===== config.mk =====
export PLATFORM = sky130hd
export DESIGN_NAME = instr_encoder_loader
export DESIGN_NICKNAME = d
export VERILOG_FILES = /design/src/rtl/instr_encoder_loader.sv
export SDC_FILE = /design/constraint.sdc
export NUM_CORES = 1
export LEC_CHECK = 0
export CAP_MARGIN = 0
export CORE_MARGIN = 2
export CORE_UTILIZATION = 35
export CTS_CLUSTER_DIAMETER = 50
export DETAILED_ROUTE_END_ITERATION = 8
export MAX_ROUTING_LAYER = met4
export PLACE_DENSITY = 0.71
export SLEW_MARGIN = 25
export SYNTH_ARGS = -nofsm -noshare
export SYNTH_HDL_FRONTEND = slang
export SYNTH_SLANG_ARGS = --single-unit
export TNS_END_PERCENT = 20

===== constraint.sdc =====
create_clock -name clk -period 2.15 [get_ports clk]
set_clock_uncertainty 0.1 [all_clocks]
set_input_delay 0.3225 -clock clk [delete_from_list [all_inputs] [get_ports clk]]
set_output_delay 0.3225 -clock clk [all_outputs]
set_load 0.05 [all_outputs]

===== src/rtl/instr_encoder_loader.sv =====
// -----------------------------------------------------------------------------
// instr_encoder_loader
//   Packs decoded instruction fields into 32-bit MIPS words and writes them
//   sequentially into instruction memory. It is the inverse of the decode stage
//   and is used to load programs at boot or from the bench.
//
// Ports
//   clk, reset_n        rising-edge clock, asynchronous active-low reset
//   clear               synchronous restart of count and address
//   in_valid/in_ready   field-bundle handshake (accept = in_valid & in_ready)
//   in_class            0 R,1 LW,2 SW,3 BEQ,4 J,5 JAL,6 ADDI,7 ORI
//   in_rs..in_target    instruction fields; fields a class does not use are ignored
//   imem_we/addr/wdata  registered one-cycle write to instruction memory
//   word_count          words accepted since reset/clear
//   full                word_count == DEPTH
// -----------------------------------------------------------------------------
module instr_encoder_loader #(
  parameter int ADDR_W    = 8,
  parameter int BASE_ADDR = 0,
  parameter int DEPTH     = 256
) (
  input  logic              clk,
  input  logic              reset_n,
  input  logic              clear,
  input  logic              in_valid,
  output logic              in_ready,
  input  logic [2:0]        in_class,
  input  logic [4:0]        in_rs,
  input  logic [4:0]        in_rt,
  input  logic [4:0]        in_rd,
  input  logic [4:0]        in_shamt,
  input  logic [5:0]        in_funct,
  input  logic [15:0]       in_imm,
  input  logic [25:0]       in_target,
  output logic              imem_we,
  output logic [ADDR_W-1:0] imem_addr,
  output logic [31:0]       imem_wdata,
  output logic [ADDR_W:0]   word_count,
  output logic              full
);

  typedef enum logic [1:0] {
    ST_IDLE = 2'd0,
    ST_RUN  = 2'd1,
    ST_FULL = 2'd2
  } state_t;

  localparam logic [ADDR_W:0]   DEPTH_C = (ADDR_W+1)'(DEPTH);
  localparam logic [ADDR_W-1:0] BASE_C  = ADDR_W'(BASE_ADDR);
  localparam logic [ADDR_W:0]   ONE_C   = (ADDR_W+1)'(1);

  // Pack one field bundle into its 32-bit machine word.
  function automatic logic [31:0] encode(
    input logic [2:0]  cls,
    input logic [4:0]  rs,
    input logic [4:0]  rt,
    input logic [4:0]  rd,
    input logic [4:0]  shamt,
    input logic [5:0]  funct,
    input logic [15:0] imm,
    input logic [25:0] target
  );
    logic [31:0] word;
    case (cls)
      3'd0:    word = {6'b000000, rs, rt, rd, shamt, funct};
      3'd1:    word = {6'b100011, rs, rt, imm};
      3'd2:    word = {6'b101011, rs, rt, imm};
      3'd3:    word = {6'b000100, rs, rt, imm};
      3'd4:    word = {6'b000010, target};
      3'd5:    word = {6'b000011, target};
      3'd6:    word = {6'b001000, rs, rt, imm};
      3'd7:    word = {6'b001101, rs, rt, imm};
      default: word = 32'd0;
    endcase
    return word;
  endfunction

  state_t              state_q, state_d;
  logic [ADDR_W:0]     count_q, count_d;
  logic                we_q, we_d;
  logic [ADDR_W-1:0]   addr_q, addr_d;
  logic [31:0]         wdata_q, wdata_d;
  logic                full_q, full_d;
  logic                ready_s;
  logic                accept_s;

  // Ready is gated by reset so nothing is consumed while the block is held in reset.
  assign ready_s  = reset_n & ~clear & (state_q != ST_FULL);
  assign accept_s = in_valid & ready_s;

  // Next-state, counter and write-port logic.
  always_comb begin
    state_d = state_q;
    count_d = count_q;
    we_d    = 1'b0;
    addr_d  = addr_q;
    wdata_d = wdata_q;
    full_d  = full_q;
    if (clear) begin
      // A write registered last cycle still issues from the flops; only the
      // session restarts.
      state_d = ST_IDLE;
      count_d = '0;
      full_d  = 1'b0;
    end else begin
      case (state_q)
        ST_IDLE, ST_RUN: begin
          if (accept_s) begin
            we_d    = 1'b1;
            // Address wraps naturally in ADDR_W bits.
            addr_d  = BASE_C + count_q[ADDR_W-1:0];
            wdata_d = encode(in_class, in_rs, in_rt, in_rd, in_shamt,
                             in_funct, in_imm, in_target);
            count_d = count_q + ONE_C;
            if (count_d == DEPTH_C) begin
              state_d = ST_FULL;
              full_d  = 1'b1;
            end else begin
              state_d = ST_RUN;
            end
          end else begin
            state_d = state_q;
          end
        end
        ST_FULL: state_d = ST_FULL;
        default: state_d = ST_IDLE;
      endcase
    end
  end

  // State and output registers with asynchronous reset.
  always_ff @(posedge clk or negedge reset_n) begin
    if (!reset_n) begin
      state_q <= ST_IDLE;
      count_q <= '0;
      we_q    <= 1'b0;
      addr_q  <= '0;
      wdata_q <= 32'd0;
      full_q  <= 1'b0;
    end else begin
      state_q <= state_d;
      count_q <= count_d;
      we_q    <= we_d;
      addr_q  <= addr_d;
      wdata_q <= wdata_d;
      full_q  <= full_d;
    end
  end

  assign in_ready   = ready_s;
  assign imem_we    = we_q;
  assign imem_addr  = addr_q;
  assign imem_wdata = wdata_q;
  assign word_count = count_q;
  assign full       = full_q;

endmodule


## Word level (Yosys, flattened, before mapping)

Cells that the tools add are included.
W data, S select, Z words.

- Word-level logic and storage cells: 47
- Input port bits: 75
- Output and inout bits: 52
- Bits in registers: 53

- Bitwise operators: 4
- Add/subtract/negate cells: 1
- Reductions and logical operators: 9
- Mux-type cells: 15
- Equal/unequal tests: 12

Operators by type and width:

| kind | count |
|---|---|
| $pmux W32 S8 | 1 |
| $mux W9 | 3 |
| $eq A3 B3 Y1 const B | 4 |
| $add A9 B1 Y9 const B | 1 |
| $eq A9 B9 Y1 const B | 1 |
| $mux W1 | 7 |
| $eq A3 B2 Y1 const B | 2 |
| $mux W2 | 3 |
| $reduce_and A3 Y1 | 2 |
| $reduce_bool A2 Y1 | 3 |
| $pmux W2 S2 | 1 |
| $and A1 B1 Y1 | 3 |
| $eq A3 B1 Y1 const B | 1 |
| $logic_not A3 Y1 | 1 |
| $ne A3 B3 Y1 const B | 1 |
| $eq A2 B1 Y1 const B | 1 |
| $eq A2 B2 Y1 const B | 1 |
| $logic_not A2 Y1 | 1 |
| $ne A2 B2 Y1 const B | 1 |
| $reduce_and A2 Y1 | 1 |
| $reduce_or A2 Y1 | 1 |
| $not A1 Y1 | 1 |

## Longest topological paths before layout

Gate-level depths: netlist (run 1).

- Depth in word-level cells: 7
- Gate-level depth with buffers: 7

## Worst setup path before layout (run 1)

Ideal clock, no wire load.

- Path type: input to output
- Start: in clear
- End: out in_ready
- Arrival: 1694 ps
- Path buffers: 1
- Required time: 1727 ps
- Stages on the path: 2
- Setup slack: 33 ps
- Cell sequence: clkbuf_1 > nor3b_1

- Cells in the longest elaborated chain, start to end: 3

RTL lines:

| item | RTL line | RTL |
|---|---|---|
| from (decl) | 24 | `input logic clear,` |
| $not A1 Y1 (no source line) | -- |  |
| $and A1 B1 Y1 (2 in series) | 88 | `assign ready_s = reset_n & ~clear & (state_q != ST_FULL);` |
| to (decl) | 26 | `output logic in_ready,` |

Every way passes these cells.

## Worst setup path in the final report (run 1)

- Start: reg count_q[1] (netlist: word_count[1])
- End: out word_count[1]

RTL lines:

| item | RTL line | RTL |
|---|---|---|
| from (decl) | 79 | `logic [ADDR_W:0] count_q, count_d;` |
| from (signal assigned) | 142 | `count_q <= count_d;` |
| to (decl) | 38 | `output logic [ADDR_W:0] word_count,` |

No word-level cell between the ends.

==> run_results.csv, run 1 <==
group,metric,value,unit
synthesis,yosysWarnings,0,
worst_hold_path,hold_class,"reg2reg",
global_route,antenna_found_initial,0,
synthesis,synth_cells,292,
placed_design,placed_area,0.00402,mm2
timing,fin_crit,2.10,ns
synthesis,synth_seq_cells,52,
status,status,"complete, no violations",
power,p_int,1.74,mW
power,power.net_switching,0.992,mW
floorplanning,start_util,35.9,%
layout,final_common_cell,"clkdlybuf4s50_1",
setup_path,worstSetupEndpointType,"output port",
setup_path,worstSetupPathType,"reg2out",
synthesis,synth-main-ff-cell,"dfrtp_1",
power,ir_drop,356,uV
setup_path,cp.arrival,1.68,ns
clock_tree,cts_made_buffers,5,
global_route,grt_usage,18.7,%
power,comb_power_share,36.8,%
synthesis,async_flop_share,100,%
setup_path,cp.buffers_inverters,1,
synthesis,syn_nets,368,
layout,design_area,0.00412,mm2
placed_design,port_buffers,125,
drt,firstDrtPassIters,4,
setup_path,slowest_delay,0.86,ns
power,swShare,36.4,%
clock_tree,postCtsSetupBuffers,0,
drt,drcViolationCount,0,
clock_tree,clk_path_buf_depth,2,
clock_tree,htreeDepth,2,
drt,ant_nets,0,
power,power.density,662,mW/mm2
power,power_leakage,1.81,nW
layout,final_cell_mix,"clkdlybuf4s50_1, nand2_1, dfrtp_1, nor2_1, a21oi_1",
synthesis,avgSynthCellArea,8.86,um2
placed_design,routabilityCongestion,0.866,
floorplanning,die_y,90.0,um
drt,wl_per_cell,13.6,um
timing,tightest_slew,0.549,ns
floorplanning,die_w,90.0,um
timing,setup_tns,0,ns
clock_tree,root_buffer,"clkbuf_8",
clock_tree,worstSkewPairLatency,0.31,ns
layout,synthToLayoutAreaGrowth,59.2,%
floorplanning,die_area,0.00810,mm2
power,p_clk_share,21.1,%
global_route,grt_max_degree,39,
placed_design,dp_hpwl,5630,um
timing,hold_viol_final,0,
global_route,grt_pass1_vias,2576,
setup_path,worstPathMaxFanout,6,
setup_path,critical-path-top-delay-family,"buffers and inverters",
placed_design,pre_cts_ws,0.0708,ns
global_route,overflow,0,
synthesis,ys_types,40,
power,power.total,2.73,mW
drt,viasPerCell,4.79,
synthesis,synth-seq-area-share,50.3,%
timing,fmax,0.476,GHz
synthesis,syn_area,0.00259,mm2
drt,drt_wl_total,7150,um
timing,post-route-period-util,97.7,%
power,power_frac_seq,42.1,%
drt,vias,2511,
layout,layout.nets,500,
clock_tree,cts_tree,"built",
timing,drv_slew,0,
timing,setup_viol,0,
placed_design,placed_cells,515,
layout,fin_cells,524,
setup_path,slowest_stage,"clkdlybuf4s50_1",
setup_path,cp_data_required_time,1.73,ns
run,maxCapViolCount,0,
timing,max_slew_margin,63.3,%
setup_path,start_kind,"register",
floorplanning,fp-row-count,31,
timing,layout_setup_ws,0.0493,ns
floorplanning,ioPinCount,127,
layout,diodes,0,
clock_tree,clkTransAtPathRegs,0.10,ns
clock_tree,cts_sinks,52,
drt,initialDrtViolationCount,62,
timing,fin_hold_ws,0.385,ns
layout,drive_gt1_share,8.00,%
global_route,grt_pass1_wl,12100,um
setup_path,worstPathCellList,"clkdlybuf4s50_1",
layout,utilization,57.1,%
synthesis,synth-edff-count,0,
timing,rsz0062_at_grt,"no",
floorplanning,core,0.00721,mm2
[logic make-up (layout without fill, tap and decap cells)]
logic type,after synthesis,count (layout),synth area share (%)
AOI/OAI and AO/OA,74,74,16.7
xor gates and xnor gates,10,10,3.39
adders and majority gates,1,1,0.483
buffers and inverters,23,156,4.98
DFF,52,52,50.3
muxes,10,10,3.87
other,1,1,0.145
and+or+nand+nor,121,121,20.1
[what timing repair did]
item,CTS,global route
setup endpoints to repair,0,1
gates resized for setup,0,1
hold buffers,1,0
hold endpoints to repair,27,0
[sequential cells by signal, summed over array words and instances (netlist names)]
register / flops
word_count: 9
imem_we: 1
imem_wdata: 31
state_q: 2
imem_addr: 8
full: 1
[routing by layer]
layer / up-vias / part of all wire (%) / global-route usage (%)
li1: 1246 / - / -
met1: 1168 / 43 / 22.9
met2: 91 / 50 / 31.6
met3: 6 / 6.5 / 4.53
met4: 0 / 0.98 / 3.97
met5: - / 0 / -
[power groups by stage]
stage               Combinational [mW]  Sequential [mW]  Clock [mW]
floorplan                        0.189             1.54           0
global placement                  1.00             1.16           0
detailed placement                1.01             1.17           0
CTS                               1.01             1.15       0.591
global route                      1.07             1.16       0.631
finish                            1.00             1.15       0.576
[layout make-up]
class	instances	area, um2
Fill cell	671	3090
Timing Repair Buffer	145	1430
Sequential cell	52	1300
Multi-Input combinational cell	217	1160
Tap cell	99	124
Clock buffer	6	82.6
Inverter	3	11.3
Clock inverter	2	10.0
[cells in the mapped netlist, types with 2 or more instances]
cell type | count | area [um2]
nor2b_1 | 2 | 12.5
buf_2 | 6 | 30.0
nand3_1 | 3 | 15.0
nand2_1 | 69 | 259
o31ai_1 | 2 | 15.0
buf_4 | 7 | 52.6
a21oi_1 | 21 | 105
o21ai_1 | 11 | 55.1
nor3_1 | 4 | 20.0
nor2_1 | 30 | 113
mux2i_1 | 10 | 100
o21ai_0 | 18 | 90.1
dfrtp_1 | 52 | 1300
inv_1 | 3 | 11.3
o2bb2ai_1 | 2 | 17.5
and3_1 | 2 | 12.5
xnor2_1 | 7 | 61.3
a22oi_1 | 16 | 120
clkbuf_1 | 4 | 15.0
xor2_1 | 3 | 26.3
[path summary, 6_finish.rpt]
check                               start             end  slack [ns]  cells past startpoint
setup / recovery            word_count[1]   word_count[1]        0.05                      1
hold reg to reg            imem_wdata[31]  imem_wdata[31]        0.39                      2
min in group asynchronous         reset_n   word_count[2]        0.50                      3
max in group asynchronous         reset_n  imem_wdata[26]        1.14                      3
hold / removal             imem_wdata[31]  imem_wdata[31]        0.39                      2
setup reg to reg            word_count[1]      state_q[0]        0.32                      5
No activity file was read; power rests on OpenSTA's default activity.
==> run 2, diff against run 1 <==
- TNS_END_PERCENT: 20 -> unset
==> results of run 2 <==
No change in the layout: final DEF, timing and power equal those of run 1.
==> run 3, diff against run 2 <==
- CORE_MARGIN: 2 -> unset
==> run_results.csv, run 3 (synthesis gave the netlist of run 1 again) <==
group,metric,value,unit
drt,viasPerCell,4.83,
power,ir_drop,317,uV
clock_tree,htreeDepth,2,
timing,drv_slew,0,
setup_path,rrSetupSlack,0.25,ns
layout,design_area,0.00407,mm2
clock_tree,clk_path_buf_depth,2,
setup_path,cp_data_required_time,1.73,ns
setup_path,slowest_stage,"clkdlybuf4s50_1",
drt,initialDrtViolationCount,131,
power,p_clk_share,19.0,%
floorplanning,core,0.00698,mm2
run,maxCapViolCount,0,
global_route,grt_pass1_wl,11800,um
floorplanning,ioPinCount,127,
setup_path,start_kind,"register",
clock_tree,cts_tree,"built",
setup_path,worstSetupEndpointType,"output port",
layout,utilization,58.3,%
setup_path,slowest_delay,0.86,ns
drt,drcViolationCount,0,
setup_path,worstPathMaxFanout,6,
global_route,grt_usage,20.5,%
layout,diodes,0,
power,power_leakage,1.78,nW
layout,largest_register_ffs,31,
setup_path,cp.arrival,1.67,ns
clock_tree,cts_sinks,52,
worst_hold_path,hold_class,"in2async",
layout,fillerInstances,632,
timing,fin_crit,2.10,ns
clock_tree,worstSkewPairLatency,0.30,ns
power,power.total,2.65,mW
global_route,antenna_found_initial,0,
setup_path,critical-path-top-delay-family,"buffers and inverters",
power,swShare,36.5,%
setup_path,cp.buffers_inverters,1,
clock_tree,postCtsSetupBuffers,0,
placed_design,pre_cts_ws,0.0753,ns
drt,wl_per_cell,14.0,um
layout,final_cell_mix,"clkdlybuf4s50_1, nand2_1, dfrtp_1, nor2_1, a21oi_1",
timing,setup_viol,0,
clock_tree,cts_made_buffers,5,
timing,fin_hold_ws,0.302,ns
layout,multi_input_area,0.00116,mm2
drt,firstDrtPassIters,6,
timing,hold_viol_final,0,
drt,drt_wl_total,7250,um
layout,layout.nets,498,
timing,rsz0062_at_grt,"no",
global_route,grt_max_degree,39,
global_route,overflow,0,
placed_design,dp_hpwl,5650,um
floorplanning,die_y,88.0,um
drt,vias,2494,
setup_path,worstPathCellList,"clkdlybuf4s50_1",
timing,tightest_slew,0.569,ns
drt,ant_nets,0,
power,power_frac_seq,43.2,%
layout,synthToLayoutAreaGrowth,57.4,%
placed_design,routabilityCongestion,0.808,
clock_tree,root_buffer,"clkbuf_8",
floorplanning,die_w,88.0,um
layout,drive_gt1_share,6.90,%
status,status,"complete, no violations",
timing,max_slew_margin,62.0,%
placed_design,port_buffers,125,
floorplanning,die_area,0.00774,mm2
clock_tree,clkTransAtPathRegs,0.09,ns
setup_path,worstSetupPathType,"reg2out",
layout,seq_area,0.00130,mm2
power,p_int,1.68,mW
timing,setup_tns,0,ns
timing,post-route-period-util,97.5,%
layout,fin_cells,516,
layout,final_common_cell,"clkdlybuf4s50_1",
power,power.density,652,mW/mm2
power,comb_power_share,37.8,%
power,power.net_switching,0.969,mW
floorplanning,fp-row-count,30,
floorplanning,start_util,37.1,%
placed_design,placed_area,0.00399,mm2
placed_design,placed_cells,510,
global_route,grt_pass1_vias,2495,
timing,fmax,0.477,GHz
timing,layout_setup_ws,0.0545,ns
==> run 3: area by class of cell <==
type | count | share of cell area (%)
Timing Repair Buffer | 143 | 34.6
Sequential cell | 52 | 32.0
Multi-Input combinational cell | 217 | 28.5
Tap cell | 96 | 2.95
Clock buffer | 5 | 1.69
Inverter | 3 | 0.276
==> run 3: worst register-to-register path: stages (launching register included) <==
cell and delay, ns:
dfrtp_1 0.52, ha_1 0.32, nand2_1 0.14, o41ai_1 0.37
a21oi_1 0.15, o21a_1 0.21
==> run 3: path summary, 6_finish.rpt <==
kind                                     start        endpoint  cells after the start
worst max-delay path             word_count[0]   word_count[0]                      1
worst min-delay path                   reset_n   word_count[8]                      2
worst max register to register   word_count[0]      state_q[0]                      5
worst min register to register  imem_wdata[28]  imem_wdata[28]                      2
max in group asynchronous              reset_n  imem_wdata[14]                      3
min in group clk                imem_wdata[28]  imem_wdata[28]                      2
==> run 3: power by group through the flow <==
stage	sequential, mW	clock, mW	combinational, mW
floorplan	1.54	0	0.189
global placement	1.16	0	0.998
detailed placement	1.17	0	1.01
CTS	1.15	0.518	1.01
global route	1.16	0.554	1.07
finish	1.15	0.505	1.00
==> run 3: what timing repair did <==
item,4_1_cts,5_1_grt
hold buffers,1,0
gates resized for setup,0,2
setup endpoints to repair,0,2
endpoints found under the hold margin,4,0
==> run 3: metal layers <==
layer  GRT usage (%)  share of wire (%)  vias to the layer above  routed length (um)
met3            4.34                6.1                        8                 444
met4            6.41                1.2                        0                  90
met1            25.7                 43                     1157                3130
met5               -                  0                        -                   0
met2            33.0                 49                       90                3580
li1                -                  -                     1239                   -
